### config.mk
export PLATFORM = sky130hd
export DESIGN_NAME = perf_counter_bank_flat
export DESIGN_NICKNAME = d
export VERILOG_FILES = /design/src/rtl/perf_counter_bank_if.sv /design/src/rtl/perf_counter_bank.sv /design/src/flat_wrapper.sv
export SDC_FILE = /design/constraint.sdc
export NUM_CORES = 1
export LEC_CHECK = 0
export BUFFER_PORTS_ARGS = -buffer_cell sky130_fd_sc_hd__buf_2
export CORE_MARGIN = 3
export CORE_UTILIZATION = 60
export DETAILED_ROUTE_END_ITERATION = 12
export PLACE_DENSITY_LB_ADDON = 0.15
export SYNTH_ARGS = -nofsm -noshare
export SYNTH_HDL_FRONTEND = slang
export SYNTH_SLANG_ARGS = --single-unit
export TNS_END_PERCENT = 20
### constraint.sdc
create_clock -name clk -period 6 [get_ports clk]
set_input_delay 0.3 -clock clk [delete_from_list [all_inputs] [get_ports clk]]
set_output_delay 0.3 -clock clk [all_outputs]
set_load 0.1 [all_outputs]
### src/rtl/perf_counter_bank_if.sv
// MEM-stage access bus into the perf counter window: request from the core, zero-latency
// response back from the counter bank.
interface perf_counter_bank_if;
  logic [15:0] mem_address;
  logic        mem_read;
  logic        mem_write;
  logic [15:0] wdata;
  logic        hit;
  logic        resp;
  logic [15:0] rdata;

  modport master (
    output mem_address, mem_read, mem_write, wdata,
    input  hit, resp, rdata
  );

  modport slave (
    input  mem_address, mem_read, mem_write, wdata,
    output hit, resp, rdata
  );
endinterface

### src/rtl/perf_counter_bank.sv
// Memory-mapped bank of event counters with shared 32-bit read shadow, freeze and sticky overflow.
// Define PERF_CNT_SATURATE_EN to make counters hold at all-ones on overflow instead of wrapping.
module perf_counter_bank #(
  parameter int unsigned NUM_CH    = 8,
  parameter int unsigned CNT_WIDTH = 16,
  parameter logic [15:0] BASE_ADDR = 16'hFF00
) (
  input  logic              clk,
  input  logic              rst,
  input  logic [NUM_CH-1:0] inc,
  perf_counter_bank_if.slave bus
);

  localparam logic [15:0] CtrlOff = 16'(4 * NUM_CH);
  localparam logic [15:0] StatOff = 16'(4 * NUM_CH + 2);
  localparam logic [15:0] WinEnd  = 16'(4 * NUM_CH + 4);

  logic [CNT_WIDTH-1:0] cnt_q [NUM_CH];
  logic [CNT_WIDTH-1:0] cnt_d [NUM_CH];
  logic [NUM_CH-1:0]    ovf_q, ovf_d;
  logic                 freeze_q, freeze_d;
  logic [15:0]          shadow_q, shadow_d;

  logic [15:0]       offset, off_w;
  logic              chan_hit, ctrl_hit, stat_hit, lo_sel;
  logic              rd_hit, wr_hit, clr_all;
  logic [NUM_CH-1:0] sel;
  logic              unused_bits;

  // Bit 0 of the byte offset is ignored; the unsigned compare also rejects addresses below base.
  assign offset   = bus.mem_address - BASE_ADDR;
  assign off_w    = {offset[15:1], 1'b0};
  assign bus.hit  = off_w < WinEnd;
  assign chan_hit = off_w < CtrlOff;
  assign ctrl_hit = off_w == CtrlOff;
  assign stat_hit = off_w == StatOff;
  assign lo_sel   = ~off_w[1];
  assign rd_hit   = bus.hit & bus.mem_read;
  assign wr_hit   = bus.hit & bus.mem_write;
  assign bus.resp = bus.hit & (bus.mem_read | bus.mem_write);
  assign clr_all  = wr_hit & ctrl_hit & bus.wdata[1];

  assign unused_bits = ^{offset[0], bus.wdata};

  always_comb begin
    for (int k = 0; k < NUM_CH; k++) begin
      sel[k] = chan_hit && (off_w[5:2] == 4'(k));
    end
  end

  // Read path and shadow latch.
  always_comb begin
    logic [31:0] ext;
    bus.rdata = '0;
    shadow_d  = shadow_q;
    for (int k = 0; k < NUM_CH; k++) begin
      ext = 32'(cnt_q[k]);
      if (sel[k]) begin
        bus.rdata = lo_sel ? ext[15:0] : shadow_q;
        if (rd_hit && lo_sel) shadow_d = ext[31:16];
      end
    end
    if (ctrl_hit)  bus.rdata = {15'd0, freeze_q};
    if (stat_hit)  bus.rdata = 16'(ovf_q);
    if (!rd_hit || rst) bus.rdata = '0;
  end

  // Counter, overflow and freeze next state; clears win over increments.
  always_comb begin
    cnt_d    = cnt_q;
    ovf_d    = ovf_q;
    freeze_d = freeze_q;
    if (wr_hit && ctrl_hit) freeze_d = bus.wdata[0];
    for (int k = 0; k < NUM_CH; k++) begin
      if (inc[k] && !freeze_q) begin
        if (&cnt_q[k]) begin
          ovf_d[k] = 1'b1;
`ifdef PERF_CNT_SATURATE_EN
          cnt_d[k] = cnt_q[k];
`else
          cnt_d[k] = '0;
`endif
        end else begin
          cnt_d[k] = cnt_q[k] + CNT_WIDTH'(1);
        end
      end
      if (wr_hit && stat_hit && bus.wdata[k]) ovf_d[k] = 1'b0;
      if (clr_all || (wr_hit && sel[k] && lo_sel)) begin
        cnt_d[k] = '0;
        ovf_d[k] = 1'b0;
      end
    end
  end

  always_ff @(posedge clk or posedge rst) begin
    if (rst) begin
      cnt_q    <= '{default: '0};
      ovf_q    <= '0;
      freeze_q <= 1'b0;
      shadow_q <= '0;
    end else begin
      cnt_q    <= cnt_d;
      ovf_q    <= ovf_d;
      freeze_q <= freeze_d;
      shadow_q <= shadow_d;
    end
  end

endmodule

### src/flat_wrapper.sv
// flat-port wrapper written by rule: the top's interface ports become plain ports
module perf_counter_bank_flat 
#(
  parameter int unsigned NUM_CH    = 8,
  parameter int unsigned CNT_WIDTH = 16,
  parameter logic [15:0] BASE_ADDR = 16'hFF00
)
  (clk, rst, inc, bus_mem_address, bus_mem_read, bus_mem_write, bus_wdata, bus_hit, bus_resp, bus_rdata);
  perf_counter_bank_if bus_i ();
  input  logic clk;
  input  logic rst;
  input  logic [NUM_CH-1:0] inc;
  input wire logic [$bits(bus_i.mem_address)-1:0] bus_mem_address;
  input wire logic [$bits(bus_i.mem_read)-1:0] bus_mem_read;
  input wire logic [$bits(bus_i.mem_write)-1:0] bus_mem_write;
  input wire logic [$bits(bus_i.wdata)-1:0] bus_wdata;
  output wire logic [$bits(bus_i.hit)-1:0] bus_hit;
  output wire logic [$bits(bus_i.resp)-1:0] bus_resp;
  output wire logic [$bits(bus_i.rdata)-1:0] bus_rdata;
  assign bus_i.mem_address = bus_mem_address;
  assign bus_i.mem_read = bus_mem_read;
  assign bus_i.mem_write = bus_mem_write;
  assign bus_i.wdata = bus_wdata;
  assign bus_hit = bus_i.hit;
  assign bus_resp = bus_i.resp;
  assign bus_rdata = bus_i.rdata;
  perf_counter_bank #(.NUM_CH(NUM_CH), .CNT_WIDTH(CNT_WIDTH), .BASE_ADDR(BASE_ADDR)) u_core (.clk(clk), .rst(rst), .inc(inc), .bus(bus_i));
endmodule
# Yosys cells after proc, flatten, opt, wreduce, memory -nomap -nowiden
# Cells that the tools add are included.
# op_classes
n_eq_ne	9
n_bitwise	7
n_reduce_logical	95
n_lt_le_gt_ge	2
n_mux	91
addsub	9
# op_table
cell	n
$mux W16	59
$add A16 B1 Y16 const B	8
$reduce_and A16 Y1	8
$reduce_bool A3 Y1	16
$logic_and A1 B1 Y1	43
$lt A16 B6 Y1 const B	2
$mux W1	32
$eq A15 B5 Y1 const B	2
$eq A4 B3 Y1 const B	4
$reduce_and A2 Y1	8
$reduce_bool A2 Y1	8
$sub A16 B16 Y16 const B	1
$logic_or A1 B1 Y1	9
$eq A4 B2 Y1 const B	2
$and A1 B1 Y1	5
$eq A4 B1 Y1 const B	1
$logic_not A4 Y1	1
$logic_not A1 Y1	2
$not A1 Y1	1
$or A1 B1 Y1	1
# totals
regBits	153
inputBits	44
output_inout_bits	18
elab_cells	231

# Logic depth before layout (Yosys ltp)
# depth
depth_word	20
mapped_depth	10
depth_no_buf	7

# Worst setup path before layout
# No wires, ideal clock.
# synth_path
path_kind	input-to-output
from	input port bus_mem_address[8]
to	output port bus_rdata[6]
slack_ns	0.671
t_required_ns	5.700
arrival_time_ns	5.029
cell_stages	8
path_buffers	1
cell_sequence	ha_1 -> a31oi_1 -> a21oi_2 -> o31a_1 -> buf_2 -> nor3_2 -> nand2_1 -> a211oi_1
# synth_via
elab_cells_between_ends	27
cone_classes	1 x add/sub; 2 x order compare; 2 x eq/ne; 11 x mux; 1 x bitwise; 10 x reduce/logical
# synth_lines
item	line	source
start, declared	flat_wrapper.sv:13	input wire logic [$bits(bus_i.mem_address)-1:0] bus_mem_address;
$sub A16 B16 Y16	perf_counter_bank.sv:31	assign offset = bus.mem_address - BASE_ADDR;
$lt A16 B6 Y1	perf_counter_bank.sv:33	assign bus.hit = off_w < WinEnd;
named net bus_hit	flat_wrapper.sv:17	output wire logic [$bits(bus_i.hit)-1:0] bus_hit;
$and A1 B1 Y1	perf_counter_bank.sv:38	assign rd_hit = bus.hit & bus.mem_read;
$logic_not A1 Y1	perf_counter_bank.sv:65	if (!rd_hit || rst) bus.rdata = '0;
$logic_or A1 B1 Y1	perf_counter_bank.sv:65	
$mux W16	perf_counter_bank.sv:65	
end, declared	flat_wrapper.sv:19	output wire logic [$bits(bus_i.rdata)-1:0] bus_rdata;
# The timed path passes the listed nets, and every way through them passes these cells.

# Worst setup path in the final report
# layout_path
from	input port bus_mem_address[8]
to	output port bus_rdata[3]
# layout_via
elab_chain_len	14
elab_cells_between_ends	27
cone_classes	1 x add/sub; 2 x order compare; 2 x eq/ne; 11 x mux; 1 x bitwise; 10 x reduce/logical
# layout_rtl
item	line	source
$sub A16 B16 Y16 *	perf_counter_bank.sv:31	
$lt A16 B6 Y1	perf_counter_bank.sv:34	assign chan_hit = off_w < CtrlOff;
$logic_and A1 B1 Y1	perf_counter_bank.sv:47	sel[k] = chan_hit && (off_w[5:2] == 4'(k));
$mux W16 (8 in a row)	perf_counter_bank.sv:58	if (sel[k]) begin
$mux W16	perf_counter_bank.sv:63	if (ctrl_hit) bus.rdata = {15'd0, freeze_q};
$mux W16	perf_counter_bank.sv:64	if (stat_hit) bus.rdata = 16'(ovf_q);
$mux W16 *	perf_counter_bank.sv:65	
# Every way passes the cells marked *; elsewhere a longest branch is shown, timed or not.

==> flow_summary.json <==
{
  "cts-root-buf": "clkbuf_16",
  "routedWlPerCell_um": 21.3,
  "die_w_um": 137,
  "synth-edff-count": 0,
  "fin_skew_ps": 14.2,
  "path_max_fanout": 25,
  "place.gp.congestion": 0.996,
  "crit_path_start": "bus_mem_address[8]",
  "critPathTopFamily": "compound AO/OA/AOI/OAI gates",
  "nets": 1265,
  "setup_violations": 0,
  "fin_crit_sh": 0.639,
  "syn_to_final_growth_pct": 8.58,
  "drive_above_1_share": 0.105,
  "grt_pass1_vias": 8781,
  "setup_tns_ps": 0,
  "grt_pass1_wl_mm": 48.7,
  "p_leak_nw": 4.55,
  "ys_top_cells_by_area": "dfrtp_1 37%, nor2_1 4.7%, nand2_1 4.0%",
  "worstReg2RegStart": "u_core.freeze_q$_DFFE_PP0P_",
  "max_slew.worst_pin.slew_ps": 997,
  "core_sq_um": 16600,
  "postCtsSetupBuffers": 0,
  "cts_tree": "built",
  "first_iter_violations": 1040,
  "cts_max_path_buffers": 2,
  "synth_top_area_share": 0.374,
  "rsz0062_at_grt": "false",
  "hpwl_mm": 21.7,
  "yosysTopAreaCell": "dfrtp_1",
  "ys_seq_area_frac": 0.374,
  "synth_area_per_cell_sq_um": 8.54,
  "outcome": "complete, no violations",
  "ys.flop_type": "dfrtp_1",
  "hold_class": "in2reg",
  "cp.required_ps": 5700,
  "worst_setup_path_start_kind": "primary input",
  "wl_mm": 30.7,
  "ys_ff_latch": 153,
  "cts_resized": 0,
  "cts_hold_buf": 0,
  "max-slew-margin-rel": 0.329,
  "syn_area_sq_um": 10200,
  "min_path_cells": 2,
  "first_pass_iters": 7,
  "power_w": 0.00308,
  "antenna_found_initial": 0,
  "synth_top_cells_by_count": "153 x dfrtp_1, 129 x nor2_1, 109 x nand2_1",
  "routed_via_density": 6.76,
  "timing.critical_path.buf_inv": 2,
  "grt_max_degree": 105,
  "worstSetupPathType": "in2out",
  "vias": 9762,
  "initial_core_util": 0.615,
  "numCtsBuffers": 17,
  "dieArea_sq_um": 18700,
  "r2r_slack_ps": 3510,
  "antenna_left": 0,
  "rr_worst_depth": 5,
  "final.min_clock_period_ps": 3830,
  "path_cells": "buf_2, ha_1, nand2_1, or2_1, o21ai_4, nand3_4, o32a_1, o32ai_1, buf_2",
  "io_pins": 62,
  "overflow": 0,
  "cp-endpoint": "bus_rdata[3]",
  "drc": 0,
  "crit_cells": 9,
  "synth_nets": 1253,
  "die_h_um": 137,
  "end_kind": "output port",
  "core.rowCount": 47,
  "slowest_delay_ps": 680,
  "crit_path_frequent_cell": "buf_2",
  "track_usage": 0.336,
  "powerDensity_nw_per_um2": 277,
  "yosysMostFrequentCell": "dfrtp_1",
  "async_reset_ff_frac": 1.00,
  "crit_arrival_ps": 3530,
  "r2r_end": "u_core.cnt_q[44]$_DFFE_PP0P_",
  "max_freq_mhz": 261,
  "hold_viol": 0,
  "yosysWarnings": 0,
  "diodes": 0,
  "maxCapViolCount": 0,
  "peakVddDrop_mv": 0.227,
  "clk_latency_ps": 440,
  "drv_slew": 0,
  "io_buffers": 52,
  "cp_slowest_cell": "o21ai_4",
  "synth_cell_types": 88,
  "cts-htree-levels": 4,
  "cts_num_sinks": 153,
  "synthCells": 1199,
  "path_clk_slew_ps": 60
}
## per-layer routing
layer | wire [um] | part of all wire | up-vias | track usage
li1 | - | - | 4475 | -
met1 | 13400 | 0.44 | 4741 | 0.492
met2 | 13400 | 0.44 | 469 | 0.496
met3 | 2860 | 0.093 | 77 | 0.0754
met4 | 972 | 0.032 | 0 | 0.110
met5 | 0 | 0 | - | 0
## placed cells by master (no fill, tap or decap), types with 6 or more instances in the layout
| cell type | count |
|---|---|
| a31oi_1 | 24 |
| nor2b_1 | 30 |
| nor4_1 | 14 |
| o221ai_1 | 6 |
| nand4_1 | 37 |
| nor3_1 | 34 |
| o31ai_1 | 12 |
| a22oi_1 | 11 |
| nand2_1 | 109 |
| o22ai_1 | 12 |
| a21oi_1 | 71 |
| and2_1 | 9 |
| buf_2 | 52 |
| nand2b_1 | 22 |
| and4_1 | 12 |
| o21ai_0 | 71 |
| a21o_1 | 11 |
| inv_1 | 21 |
| a211oi_1 | 20 |
| dfrtp_1 | 153 |
| xor2_1 | 36 |
| o211ai_1 | 6 |
| nand3_1 | 69 |
| or3_1 | 19 |
| mux2i_1 | 27 |
| ha_1 | 10 |
| xnor2_1 | 18 |
| nor2_1 | 129 |
| clkbuf_16 | 17 |
| and3_1 | 25 |
| mux2_2 | 9 |
## worst min-delay path by stage
stage                     slack (ps)                          from                            to
after floorplan                  380                  bus_wdata[6]   u_core.ovf_q[6]$_DFFE_PP0P_
after global placement           470  u_core.shadow_q[9]$_DFF_PP0_  u_core.shadow_q[9]$_DFF_PP0_
after detailed placement         480                  bus_wdata[3]   u_core.ovf_q[3]$_DFFE_PP0P_
after CTS                         30                  bus_wdata[5]   u_core.ovf_q[5]$_DFFE_PP0P_
after global routing              30                  bus_wdata[5]   u_core.ovf_q[5]$_DFFE_PP0P_
final                             30                  bus_wdata[3]   u_core.ovf_q[3]$_DFFE_PP0P_
## power breakdown
group          internal, W  leakage, nW  switching, W
clock             0.000682        0.295      0.000464
sequential         0.00117         1.99      0.000261
combinational     0.000217         2.26      0.000288
total              0.00207         4.55       0.00101
## flip-flops by register name, indices dropped and copies added, names as in the netlist
register,count
u_core.ovf_q,8
u_core.cnt_q,128
u_core.shadow_q,16
u_core.freeze_q,1
## cell families after synthesis
family / Yosys count / synth area share
simple gates: 541 / 0.271
mux: 40 / 0.0451
fa+ha+maj: 10 / 0.0122
buf+inv: 85 / 0.0386
compound gates: 316 / 0.212
flops: 153 / 0.374
xor+xnor: 54 / 0.0462
## stage by stage
step	util	instance area [sq um]	worst slack, ps	hold slack, ps	cells
3_3_place_gp	0.630	10500	2290	472	1412
5_1_grt	0.668	11100	2070	31.0	1444
6_report	0.668	11100	2170	32.1	1444
3_5_place_dp	0.630	10500	2280	481	1412
2_1_floorplan	-	10200	671	382	1199
4_1_cts	0.668	11100	2270	26.6	1444
## layout make-up
| cell class | instances | area [sq um] |
|---|---|---|
| clock buffer | 20 | 457 |
| clock inverter | 12 | 164 |
| fill | 1398 | 5530 |
| inverter | 22 | 87.6 |
| multi-input combinational | 961 | 6010 |
| sequential | 153 | 3830 |
| tap | 220 | 275 |
| timing repair buffer | 56 | 290 |
Note: power is estimated with default switching activity, not from simulation.
